<file path="config.mk">
export PLATFORM = sky130hd
export DESIGN_NAME = multiplicador_secuencial_flat
export DESIGN_NICKNAME = d
export VERILOG_FILES = /design/src/rtl/multiplicador_secuencial_if.sv /design/src/rtl/multiplicador_secuencial.sv /design/src/flat_wrapper.sv
export SDC_FILE = /design/constraint.sdc
export NUM_CORES = 1
export LEC_CHECK = 0
export ABC_AREA = 1
export CORE_MARGIN = 10
export CORE_UTILIZATION = 40
export DETAILED_ROUTE_END_ITERATION = 10
export PLACE_DENSITY = 0.64
export SETUP_SLACK_MARGIN = 0.1
export SLEW_MARGIN = 20
export SYNTH_ARGS = -nofsm -noshare
export SYNTH_HDL_FRONTEND = slang
export SYNTH_SLANG_ARGS = --single-unit
</file>
<file path="constraint.sdc">
create_clock -name clk -period 3.5 [get_ports clk]
set_clock_uncertainty 0.05 [all_clocks]
set_input_delay 0.875 -clock clk [delete_from_list [all_inputs] [get_ports clk]]
set_output_delay 0.875 -clock clk [all_outputs]
set_load 0.01 [all_outputs]
</file>
<file path="src/rtl/multiplicador_secuencial_if.sv">
// Operand/result bus between the register bank and the sequential multiplier.
// The master drives the request and operands; the slave returns the result, the bank write and the flags.
interface multiplicador_secuencial_if #(
    parameter int unsigned WIDTH = 32
);
    logic             start;
    logic             flush;
    logic             acc_en;
    logic [WIDTH-1:0] op_a;
    logic [WIDTH-1:0] op_b;
    logic [WIDTH-1:0] op_c;
    logic [3:0]       rd_in;
    logic             busy;
    logic             done;
    logic [WIDTH-1:0] result;
    logic [3:0]       wa3;
    logic             we3;
    logic             flag_n;
    logic             flag_z;

    modport master (
        output start, flush, acc_en, op_a, op_b, op_c, rd_in,
        input  busy, done, result, wa3, we3, flag_n, flag_z
    );

    modport slave (
        input  start, flush, acc_en, op_a, op_b, op_c, rd_in,
        output busy, done, result, wa3, we3, flag_n, flag_z
    );
endinterface

</file>
<file path="src/rtl/multiplicador_secuencial.sv">
// Iterative shift-add multiplier for MUL/MLA: low WIDTH bits of op_a*op_b (+ op_c),
// one multiplier bit per cycle, with optional early exit once the remaining multiplier bits are zero.
module multiplicador_secuencial #(
    parameter int unsigned WIDTH      = 32,
    parameter bit          EARLY_TERM = 1'b1
) (
    input  logic                       clk,
    input  logic                       rst,
    multiplicador_secuencial_if.slave  bus
);
    localparam int unsigned CW = $clog2(WIDTH);

    typedef enum logic [1:0] {IDLE, RUN, DONE} state_t;

    state_t           state;
    logic [WIDTH-1:0] mcand;
    logic [WIDTH-1:0] mplier;
    logic [WIDTH-1:0] acc;
    logic [3:0]       rd;
    logic [CW-1:0]    cnt;

    logic             busy_q;
    logic             done_q;
    logic             we3_q;
    logic [WIDTH-1:0] result_q;
    logic [3:0]       wa3_q;
    logic             flag_n_q;
    logic             flag_z_q;

    logic [WIDTH-1:0] acc_sum;
    logic [WIDTH-1:0] mplier_sh;
    logic             last_iter;

    // Datapath for one iteration; exit is judged on the already-shifted multiplier
    always_comb begin
        acc_sum   = mplier[0] ? acc + mcand : acc;
        mplier_sh = mplier >> 1;
        last_iter = (cnt == CW'(WIDTH - 1)) || (EARLY_TERM && (mplier_sh == '0));
    end

    always_ff @(posedge clk or negedge rst) begin
        if (!rst) begin
            state    <= IDLE;
            mcand    <= '0;
            mplier   <= '0;
            acc      <= '0;
            rd       <= '0;
            cnt      <= '0;
            busy_q   <= 1'b0;
            done_q   <= 1'b0;
            we3_q    <= 1'b0;
            result_q <= '0;
            wa3_q    <= '0;
            flag_n_q <= 1'b0;
            flag_z_q <= 1'b0;
        end else begin
            done_q <= 1'b0;
            we3_q  <= 1'b0;
            case (state)
                IDLE: begin
                    if (bus.start && !bus.flush) begin
                        state  <= RUN;
                        busy_q <= 1'b1;
                        mcand  <= bus.op_a;
                        mplier <= bus.op_b;
                        acc    <= bus.acc_en ? bus.op_c : '0;
                        rd     <= bus.rd_in;
                        cnt    <= '0;
                    end
                end
                RUN: begin
                    if (bus.flush) begin
                        state  <= IDLE;
                        busy_q <= 1'b0;
                    end else begin
                        acc    <= acc_sum;
                        mcand  <= mcand << 1;
                        mplier <= mplier_sh;
                        cnt    <= cnt + 1'b1;
                        if (last_iter) begin
                            // R15 is not writable from here: report completion without a bank write
                            state    <= DONE;
                            done_q   <= 1'b1;
                            we3_q    <= (rd != 4'd15);
                            wa3_q    <= rd;
                            result_q <= acc_sum;
                            flag_n_q <= acc_sum[WIDTH-1];
                            flag_z_q <= (acc_sum == '0);
                        end
                    end
                end
                DONE: begin
                    state  <= IDLE;
                    busy_q <= 1'b0;
                end
                default: begin
                    state  <= IDLE;
                    busy_q <= 1'b0;
                end
            endcase
        end
    end

    assign bus.busy   = busy_q;
    assign bus.done   = done_q;
    assign bus.we3    = we3_q;
    assign bus.result = result_q;
    assign bus.wa3    = wa3_q;
    assign bus.flag_n = flag_n_q;
    assign bus.flag_z = flag_z_q;
endmodule

</file>
<file path="src/flat_wrapper.sv">
// flat-port wrapper written by rule: the top's interface ports become plain ports
module multiplicador_secuencial_flat 
#(
    parameter int unsigned WIDTH      = 32,
    parameter bit          EARLY_TERM = 1'b1
)
  (clk, rst, bus_start, bus_flush, bus_acc_en, bus_op_a, bus_op_b, bus_op_c, bus_rd_in, bus_busy, bus_done, bus_result, bus_wa3, bus_we3, bus_flag_n, bus_flag_z);
  multiplicador_secuencial_if #(.WIDTH(WIDTH)) bus_i ();
  input  logic clk;
  input  logic rst;
  input wire logic [$bits(bus_i.start)-1:0] bus_start;
  input wire logic [$bits(bus_i.flush)-1:0] bus_flush;
  input wire logic [$bits(bus_i.acc_en)-1:0] bus_acc_en;
  input wire logic [$bits(bus_i.op_a)-1:0] bus_op_a;
  input wire logic [$bits(bus_i.op_b)-1:0] bus_op_b;
  input wire logic [$bits(bus_i.op_c)-1:0] bus_op_c;
  input wire logic [$bits(bus_i.rd_in)-1:0] bus_rd_in;
  output wire logic [$bits(bus_i.busy)-1:0] bus_busy;
  output wire logic [$bits(bus_i.done)-1:0] bus_done;
  output wire logic [$bits(bus_i.result)-1:0] bus_result;
  output wire logic [$bits(bus_i.wa3)-1:0] bus_wa3;
  output wire logic [$bits(bus_i.we3)-1:0] bus_we3;
  output wire logic [$bits(bus_i.flag_n)-1:0] bus_flag_n;
  output wire logic [$bits(bus_i.flag_z)-1:0] bus_flag_z;
  assign bus_i.start = bus_start;
  assign bus_i.flush = bus_flush;
  assign bus_i.acc_en = bus_acc_en;
  assign bus_i.op_a = bus_op_a;
  assign bus_i.op_b = bus_op_b;
  assign bus_i.op_c = bus_op_c;
  assign bus_i.rd_in = bus_rd_in;
  assign bus_busy = bus_i.busy;
  assign bus_done = bus_i.done;
  assign bus_result = bus_i.result;
  assign bus_wa3 = bus_i.wa3;
  assign bus_we3 = bus_i.we3;
  assign bus_flag_n = bus_i.flag_n;
  assign bus_flag_z = bus_i.flag_z;
  multiplicador_secuencial #(.WIDTH(WIDTH), .EARLY_TERM(EARLY_TERM)) u_core (.clk(clk), .rst(rst), .bus(bus_i));
endmodule
</file>
==> results.toml <==
[logic_synthesis]
syn_area_um2 = 9450
synthesis.nets = 1534
synth_area_leaders = "dfrtp_1 39%, nand2_1 19%, inv_1 8.3%"
yosysTopAreaCell = "dfrtp_1"
yosysWarnings = 0
synthMostInstantiatedCell = "nand2_1"
synth-seq-cells = 147
ys_seq_area_frac = 0.389
synth-edff-count = 0
yosysTopAreaCellShare = 0.389
async_flop_share = 1.00
synth_cell_type_count = 28
syn-instance-count = 1395
synth_ff_type = "dfrtp_1"
synthTopCellsByCount = "469 x nand2_1, 208 x inv_1, 147 x dfrtp_1"
syn_avg_cell_area_um2 = 6.78

[cells_and_area]
drive_above_1_share = 0.0398
fillerInstances = 2427
antennaDiodeCount = 0
finalNonFillerCells = 1851
syn2layout_area_growth_pct = 25.4
fin_util = 0.508
num-nets-final = 1658

[power]
powerDensity_nw_per_um2 = 961
power_frac_clock = 0.162
total_leakage_power_nw = 5.88
seqPwrFrac = 0.244
p_comb_frac = 0.595
switching_share = 0.502
max-vdd-ir-drop_mv = 0.375
total_power_mw = 11.4
power.switching_mw = 5.72
p_int_mw = 5.67

[clock_network]
cts_hold_buf = 0
cts.path.max_buffers = 2
numCtsBuffers = 17
cts_max_level = 4
cts_setup_buffers = 0
cts-root-buf = "clkbuf_16"
cts_tree = "yes"
post_cts_resized = 0
clkTransAtPathRegs_ns = 0.07
cts.sinks = 147
clock_latency_ns = 0.44

[setup_path]
cp_slowest_cell = "fa_1"
critical_path_class = "flip-flop to flip-flop"
cp.depth = 17
crit_top_cell = "nand2_1"
r2r_slack_ns = 0.73
critical_path_arrival_ns = 3.08
critical_path.endpoint = "u_core.bus.flag_z"
critPathLaunch = "u_core.acc[0]"
path_max_fanout = 4
r2r_end = "u_core.bus.flag_z"
cp_cell_sequence = "ha_1 > fa_1 > nand3_1 > nand3_1 > nand2_1 > nand2_1 > nand2_1 > nand2_1 > nand3_1 > nand2_1 > nand2_1 > nand3_1 > nand2_1 > nand2_1 > nor2_1 > nand3_1 > nand2_1"
r2r-start = "u_core.acc[0]"
crit_buf_inv = 0
cp.required_ns = 3.81
worst_setup_path_start_kind = "flip-flop"
critical-path-max-stage-delay_ns = 0.45
worstSetupEndpointType = "flip-flop"
critPathTopFamily = "simple AND/OR/NAND/NOR gates"
ff2ff_path_depth = 17

[routing]
wl_um = 29400
wl_per_cell_um = 15.9
first_pass_iters = 5
dr_total_vias = 9230
drc = 0
via_per_inst = 4.99
drt-initial-drc-count = 613
ant_nets = 0

[global_route]
top_usage_layer = "met2"
grt_use_met1 = 0.229
overflow = 0
grt_pass1_vias = 9168
antenna_found_initial = 2
grt_start_max_net_pins = 91
use_met2 = 0.340
grt_pass1_wl_um = 47700
grt_util_all_layers = 0.194
met3_usage = 0.0414

[die]
design.core.area_um2 = 23300
ioPinCount = 146
dieArea_um2 = 30200
die-height_um = 174
start_util = 0.405
fp-row-count = 56
die_w_um = 174

[timing]
slew_headroom = 0.452
hold_violations = 0
fmax_ghz = 0.362
fin_crit_sh = 0.790
setup_viol = 0
final_max_slew_viol_count = 0
grt_setup_unrepaired = "no"
min_period_ns = 2.77
tns_ns = 0
hold_slack_ns = 0.373
worst_slew_pin_slew_ns = 0.822

[placement]
io_buffers = 145
dp_hpwl_um = 22500
gp_congestion = 0.890
placed_cells = 1819

[min_path]
hp-class = "input port to asynchronous set/reset pin"

[run]
maxCapViolations = 0

[status]
outcome = "complete, no violations"
[placed cells by master (no fill, tap or decap), types with 2 or more instances in the layout]
| cell type | count |
|---|---|
| o31ai_1 | 16 |
| nand3b_1 | 8 |
| a21oi_1 | 45 |
| inv_8 | 2 |
| nor3_1 | 4 |
| clkdlybuf4s50_1 | 144 |
| dfrtp_1 | 147 |
| clkbuf_16 | 17 |
| inv_2 | 3 |
| buf_4 | 13 |
| clkinvlp_4 | 2 |
| buf_12 | 5 |
| a31oi_1 | 25 |
| clkinv_2 | 2 |
| inv_6 | 4 |
| nor2_4 | 5 |
| nand4_1 | 17 |
| nand2_1 | 469 |
| inv_1 | 208 |
| nand3_1 | 68 |
| o21ai_0 | 39 |
| nor2_1 | 112 |
| ha_1 | 33 |
| clkinv_4 | 2 |
| o21ai_1 | 67 |
| o211ai_1 | 63 |
[layer usage]
| metal | vias to the layer above | part of all wire |
|---|---|---|
| met4 | 4 | 0.027 |
| met3 | 47 | 0.048 |
| met1 | 4219 | 0.44 |
| met2 | 219 | 0.49 |
| met5 | - | 0.00071 |
| li1 | 4741 | - |
[worst min path at each step]
stage	start	to	slack, ns
2_1_floorplan	u_core.cnt[4]	u_core.cnt[4]	0.41
3_3_place_gp	u_core.bus.wa3[1]	u_core.bus.wa3[1]	0.41
3_5_place_dp	u_core.bus.result[6]	u_core.bus.result[6]	0.41
4_1_cts	rst	u_core.mcand[20]	0.39
5_1_grt	rst	u_core.mcand[20]	0.42
6_report	rst	u_core.mcand[20]	0.37
[flip-flops by register name (all words and copies together), names as in the netlist]
register	count
u_core.rd	4
u_core.mplier	32
u_core.bus.we3	1
u_core.mcand	32
u_core.state	2
u_core.bus.flag_z	1
u_core.bus.result	31
u_core.bus.flag_n	1
u_core.bus.wa3	4
u_core.bus.busy	1
u_core.bus.done	1
u_core.cnt	5
u_core.acc	32
[area by class of cell]
| class | instances | area [um^2] | share of cell area |
|---|---|---|---|
| clock buffers | 18 | 439 | 0.0370 |
| clock inverters | 14 | 146 | 0.0123 |
| inverters | 213 | 802 | 0.0676 |
| multi-input cells | 977 | 4740 | 0.400 |
| flip-flops and latches | 147 | 3680 | 0.310 |
| well taps | 319 | 399 | 0.0337 |
| repair buffers | 163 | 1650 | 0.139 |
[logic make-up after synthesis]
group                      share of synthesized area
and+or+nand+nor                                0.292
xor gates and xnor gates                     0.00185
buffers and inverters                          0.110
DFF                                            0.389
AOI/OAI and AO/OA                              0.161
adders and majority gates                     0.0458
[power groups by stage]
stage               combinational [mW]  sequential [mW]  clock [mW]
floorplan                         5.03             2.63           0
global placement                  6.67             2.80           0
detailed placement                6.77             2.80           0
CTS                               6.80             2.78        1.88
global route                      7.74             2.83        1.95
finish                            6.78             2.78        1.84
[stage by stage]
stage                     setup WS (ns)  cell area, um^2
final                             0.735            11900
after global routing              0.476            11900
after global placement            0.699            11300
after floorplan                    1.25             9450
after CTS                         0.723            11900
after detailed placement          0.620            11300
Power figures use the tool's default switching activity.
